### config.mk
export PLATFORM = sky130hd
export DESIGN_NAME = pcm_peak_follower
export DESIGN_NICKNAME = d
export VERILOG_FILES = /design/src/rtl/level_meter_pkg.sv /design/src/rtl/pcm_abs_saturate.sv /design/src/rtl/pcm_peak_follower.sv
export SDC_FILE = /design/constraint.sdc
export NUM_CORES = 1
export LEC_CHECK = 0
export CORE_MARGIN = 2
export CORE_UTILIZATION = 35
export DETAILED_ROUTE_END_ITERATION = 16
export SYNTH_ARGS = -nofsm -noshare
export SYNTH_HDL_FRONTEND = slang
export SYNTH_SLANG_ARGS = --single-unit
### constraint.sdc
create_clock -name clk -period 3.4 [get_ports clk]
set_clock_uncertainty 0.15 [all_clocks]
set_input_delay 0.51 -clock clk [delete_from_list [all_inputs] [get_ports clk]]
set_output_delay 0.51 -clock clk [all_outputs]
set_load 0.005 [all_outputs]
### src/rtl/level_meter_pkg.sv
// Shared types for the level-meter path: PCM sample, 15-bit level, follower FSM states.
// Pure declarations; no timing or backpressure of its own.
package level_meter_pkg;
   localparam int PCM_W   = 16;
   localparam int LEVEL_W = 15;

   typedef logic signed [PCM_W-1:0] pcm_t;
   typedef logic [LEVEL_W-1:0]      level_t;

   localparam level_t LEVEL_MAX = 15'd32767;

   typedef enum logic [1:0] {
      S_IDLE   = 2'd0,
      S_UPDATE = 2'd1,
      S_EMIT   = 2'd2
   } state_t;
endpackage

### src/rtl/pcm_abs_saturate.sv
// Rectifies a signed PCM sample to a 15-bit magnitude, clamping -32768 to 32767.
// Combinational, zero latency, no flow control.
module pcm_abs_saturate
   import level_meter_pkg::*;
(
   input  pcm_t   i_pcm,
   output level_t o_mag
);

   logic [PCM_W-1:0] w_neg;
   logic             w_is_min;

   assign w_neg    = PCM_W'(~i_pcm) + PCM_W'(1);
   assign w_is_min = i_pcm[PCM_W-1] && (i_pcm[PCM_W-2:0] == '0);

   always_comb begin
      o_mag = i_pcm[LEVEL_W-1:0];
      if (w_is_min) begin
         o_mag = LEVEL_MAX;
      end else if (i_pcm[PCM_W-1]) begin
         o_mag = w_neg[LEVEL_W-1:0];
      end
   end

endmodule

### src/rtl/pcm_peak_follower.sv
// Peak envelope follower (hold + exponential decay), one level per EMIT_EVERY samples; latest output wins, input never stalls on output.
// Sample every 2 cycles (3 on emit); level valid 2 cycles after acceptance. Hold counter only with PCM_PEAK_FOLLOWER_HOLD_EN.
module pcm_peak_follower
   import level_meter_pkg::*;
#(
   parameter int HOLD_SAMPLES = 1024,
   parameter int DECAY_SHIFT  = 5,
   parameter int EMIT_EVERY   = 16
)(
   input  logic        clk,
   input  logic        reset_n,
   input  logic        i_valid,
   output logic        i_ready,
   input  logic [15:0] i_pcm,
   output logic        o_valid,
   input  logic        o_ready,
   output logic [14:0] o_level
);

   localparam int EMIT_W = (EMIT_EVERY > 1) ? $clog2(EMIT_EVERY) : 1;

   state_t            r_state;
   state_t            w_state_nxt;
   level_t            r_mag;
   level_t            r_peak;
   level_t            r_o_level;
   logic              r_o_valid;
   logic [EMIT_W-1:0] r_emit_cnt;

   level_t            w_mag;
   level_t            w_step;
   level_t            w_peak_dec;
   logic              w_new_peak;
   logic              w_emit_due;
   logic              w_hold_zero;

   pcm_abs_saturate u_abs (
      .i_pcm (pcm_t'(i_pcm)),
      .o_mag (w_mag)
   );

   assign w_new_peak = (r_mag >= r_peak);
   assign w_emit_due = (r_emit_cnt == EMIT_W'(EMIT_EVERY - 1));
   assign w_step     = ((r_peak >> DECAY_SHIFT) == '0) ? level_t'(1) : (r_peak >> DECAY_SHIFT);
   // step never exceeds a nonzero peak, so the subtraction cannot wrap
   assign w_peak_dec = r_peak - w_step;

`ifdef PCM_PEAK_FOLLOWER_HOLD_EN
   localparam int HOLD_W = (HOLD_SAMPLES > 0) ? $clog2(HOLD_SAMPLES + 1) : 1;
   logic [HOLD_W-1:0] r_hold_cnt;

   assign w_hold_zero = (r_hold_cnt == '0);

   always_ff @(posedge clk or negedge reset_n) begin
      if (!reset_n) begin
         r_hold_cnt <= '0;
      end else if (r_state == S_UPDATE) begin
         if (w_new_peak) begin
            r_hold_cnt <= HOLD_W'(HOLD_SAMPLES);
         end else if (!w_hold_zero) begin
            r_hold_cnt <= r_hold_cnt - HOLD_W'(1);
         end
      end
   end
`else
   assign w_hold_zero = 1'b1;
`endif

   always_ff @(posedge clk or negedge reset_n) begin
      if (!reset_n) begin
         r_state <= S_IDLE;
      end else begin
         r_state <= w_state_nxt;
      end
   end

   always_comb begin
      w_state_nxt = r_state;
      i_ready     = 1'b0;
      case (r_state)
         S_IDLE: begin
            i_ready = 1'b1;
            if (i_valid) begin
               w_state_nxt = S_UPDATE;
            end
         end
         S_UPDATE: w_state_nxt = w_emit_due ? S_EMIT : S_IDLE;
         S_EMIT:   w_state_nxt = S_IDLE;
         default:  w_state_nxt = S_IDLE;
      endcase
   end

   always_ff @(posedge clk or negedge reset_n) begin
      if (!reset_n) begin
         r_mag      <= '0;
         r_peak     <= '0;
         r_emit_cnt <= '0;
         r_o_level  <= '0;
         r_o_valid  <= 1'b0;
      end else begin
         if ((r_state == S_IDLE) && i_valid) begin
            r_mag <= w_mag;
         end

         if (r_state == S_UPDATE) begin
            if (w_new_peak) begin
               r_peak <= r_mag;
            end else if (w_hold_zero && (r_peak != '0)) begin
               r_peak <= w_peak_dec;
            end
            if (!w_emit_due) begin
               r_emit_cnt <= r_emit_cnt + EMIT_W'(1);
            end
         end

         // a fresh emit overrides a same-cycle downstream accept
         if (r_state == S_EMIT) begin
            r_emit_cnt <= '0;
            r_o_level  <= r_peak;
            r_o_valid  <= 1'b1;
         end else if (r_o_valid && o_ready) begin
            r_o_valid  <= 1'b0;
         end
      end
   end

   assign o_valid = r_o_valid;
   assign o_level = r_o_level;

endmodule
==> impl_metrics.json <==
{
  "synthMuxAreaShare_pct": 5.20,
  "n_antenna_cell": 0,
  "worst_pin_slew_ns": 0.916,
  "layout_commonest_cell": "dfrtp_1",
  "slew_violations": 0,
  "cp_top_family": "simple AND/OR/NAND/NOR gates",
  "core_um2": 9640,
  "slew_headroom_pct": 38.9,
  "crit_fanout": 2,
  "synth-xor-area-share_pct": 4.58,
  "nets": 477,
  "synth_cells": 373,
  "die_y_um": 103,
  "setup_tns_ns": -0.634,
  "die_x_um": 103,
  "grt-ovfl-total": 0,
  "place_congestion": 0.923,
  "drive_gt1_share_pct": 16.4,
  "syn-num-nets": 424,
  "antenna_found_initial": 0,
  "grt_pass1_wl_um": 14100,
  "layout_common_cells": "dfrtp_1, nor2_1, inv_1",
  "setup_viol": 3,
  "clkPwrFrac_pct": 9.1,
  "multi_input_area_um2": 2020,
  "critical_path.cell_chain": "or4_4, or4_4, nand2_4, ha_4, inv_2, fa_2, a211oi_4, o21ai_2, a22o_1, or3_4, o211ai_1, o2111ai_1",
  "ant_nets": 0,
  "p_int_mw": 2.61,
  "cpMostUsedCell": "or4_4",
  "avgRoutedWirePerCell_um": 15.0,
  "drc": 0,
  "hold_path_class": "in -> async",
  "area_growth_syn_to_layout_pct": 24.0,
  "synthesis.area_um2": 3440,
  "cp-end-kind": "flop",
  "period_share_pct": 107,
  "switchingPower_mw": 2.08,
  "combPwrFrac_pct": 65.8,
  "power_density_nw_per_um2": 1100,
  "cts-root-buf": "clkbuf_8",
  "yosysWarnings": 0,
  "outcome": "complete, but fails checks",
  "p_seq_share_pct": 25.0,
  "path_clk_slew_ns": 0.10,
  "start_util_pct": 35.7,
  "synth_ff_type": "dfrtp_1",
  "num_vias": 2925,
  "yosys.area_share.adder_pct": 11.5,
  "hold-worst-slack_ns": 0.0396,
  "clkLatencyLatePin_ns": 0.31,
  "dieArea_um2": 10600,
  "grtUsageTotal_pct": 16.9,
  "ir_drop_mv": 0.350,
  "wl_um": 8380,
  "fillers": 967,
  "core.rowCount": 36,
  "synth_edf_count": 0,
  "ys_async_sr_fraction_pct": 100,
  "drt_first_iter_violations": 119,
  "worstPathRequired_ns": 3.44,
  "worstPathArrival_ns": 3.68,
  "dpl_cell_area_um2": 4050,
  "cts_made_buffers": 5,
  "crit_type": "reg -> reg",
  "final_area_um2": 4270,
  "synth-simple-area-share_pct": 15.7,
  "setup_ws_ns": -0.240,
  "drv_cap": 0,
  "hold_viol_final": 0,
  "port_buffers": 36,
  "avgSynthCellArea_um2": 9.22,
  "ioPinCount": 37,
  "dp_hpwl_um": 6440,
  "register_area_um2": 1300,
  "fin_crit_ns": 3.64,
  "fmax_ghz": 0.275,
  "cts_tree": "done",
  "stdcell_count": 560,
  "finish.utilization_pct": 44.3,
  "grt_max_degree": 28,
  "ys_ff_latch": 52,
  "synth-seq-area-share_pct": 37.8,
  "worst-path-buf-inv": 1,
  "p_leak_nw": 1.92,
  "cts_buffer_depth": 2,
  "rsz0062_at_grt": "yes",
  "grt_pass1_vias": 2874,
  "p_sw_share_pct": 44.3,
  "cp_slowest_stage_delay_ns": 0.55,
  "vias_per_cell": 5.22,
  "dpl.cell_count": 547,
  "htreeDepth": 2,
  "drtPass1Iterations": 4,
  "startpoint_type": "flop",
  "violations": "setup timing",
  "synth_compound_area_share_pct": 19.5,
  "synth_top_family_by_area": "compound AO/OA/AOI/OAI gates",
  "ys_types": 56,
  "cp_slowest_cell": "or4_4",
  "cts_sinks": 52
}
-- through the flow --
step,total power [mW],setup WS [ns]
3_3_place_gp,4.01,-0.0597
3_5_place_dp,4.06,-0.160
4_1_cts,4.62,-0.127
6_report,4.69,-0.240
2_1_floorplan,3.11,-0.0423
5_1_grt,5.13,-0.362
-- power groups by stage --
stage | clock network (mW) | logic (mW) | registers [mW]
finish | 0.428 | 3.09 | 1.17
global placement | 0 | 2.83 | 1.17
global route | 0.466 | 3.45 | 1.22
CTS | 0.442 | 3.00 | 1.17
floorplan | 0 | 1.97 | 1.14
detailed placement | 0 | 2.87 | 1.19
-- Yosys cell counts (6+ instances only) --
master / n / area (µm²)
nand3_1: 7 / 35.0
ha_1: 30 / 375
o22ai_1: 10 / 62.6
nand4_1: 6 / 37.5
nor2_1: 39 / 146
a31oi_1: 7 / 43.8
nand2_1: 15 / 56.3
dfrtp_1: 52 / 1300
clkbuf_1: 11 / 41.3
o211ai_1: 6 / 45.0
mux2_2: 15 / 169
xor2_1: 13 / 114
a211oi_1: 7 / 52.6
inv_1: 37 / 139
a21oi_1: 29 / 145
o21ai_0: 13 / 65.1
-- sequential cells by signal (all words and copies together), names as in the netlist --
name,flops
o_valid,1
r_state,2
r_peak,15
r_emit_cnt,4
o_level,15
r_mag,15
-- repair_timing --
item,in CTS,in global routing
gates resized for setup,8,7
hold endpoints to repair,0,0
setup buffers,4,2
endpoints found under the setup margin,3,6
pin swaps,3,8
hold buffers,0,0
-- layer usage --
metal | track usage, % | part of all wire [%] | up-vias
met3 | 2.64 | 3.2 | 13
met4 | 5.26 | 1.6 | 0
met1 | 22.9 | 48 | 1402
met5 | 0 | 0 | -
li1 | - | - | 1449
met2 | 27.8 | 47 | 61
-- cell type report --
| class | instances | area share, % |
|---|---|---|
| clock inverter | 2 | 0.821 |
| timing repair buffer | 59 | 12.4 |
| inverter | 37 | 3.26 |
| sequential | 52 | 30.5 |
| clock buffer | 6 | 1.70 |
| tap | 133 | 3.90 |
| multi-input combinational | 271 | 47.4 |
-- cells by family after synthesis --
logic type	count (synthesis)
AO/OA/AOI/OAI	102
XOR/XNOR	18
adder cells (fa/ha/maj)	31
buffers and inverters	50
flip-flops	52
multiplexers	16
AND/OR/NAND/NOR	104
-- worst reg2reg max path, cell delays in order, from the launching register on --
cell	delay, ns
dfrtp_1	0.39
or4_4	0.55
or4_4	0.52
nand2_4	0.10
ha_4	0.13
inv_2	0.03
fa_2	0.36
a211oi_4	0.31
o21ai_2	0.10
a22o_1	0.22
or3_4	0.36
o211ai_1	0.17
o2111ai_1	0.13
-- final timing paths --
path	slack (ns)	depth (start not counted)	end	start
min reg2reg	0.35	1	o_valid$_DFFE_PN0P_	o_valid$_DFFE_PN0P_
max reg2reg	-0.24	12	r_peak[14]$_DFFE_PN0P_	r_peak[11]$_DFFE_PN0P_
max	-0.24	12	r_peak[14]$_DFFE_PN0P_	r_peak[11]$_DFFE_PN0P_
min in group clk	0.35	1	o_valid$_DFFE_PN0P_	o_valid$_DFFE_PN0P_
max in group asynchronous	2.29	2	r_mag[2]$_DFFE_PN0P_	reset_n
min	0.04	1	o_level[7]$_DFFE_PN0P_	reset_n
Power figures use the tool's default switching activity.
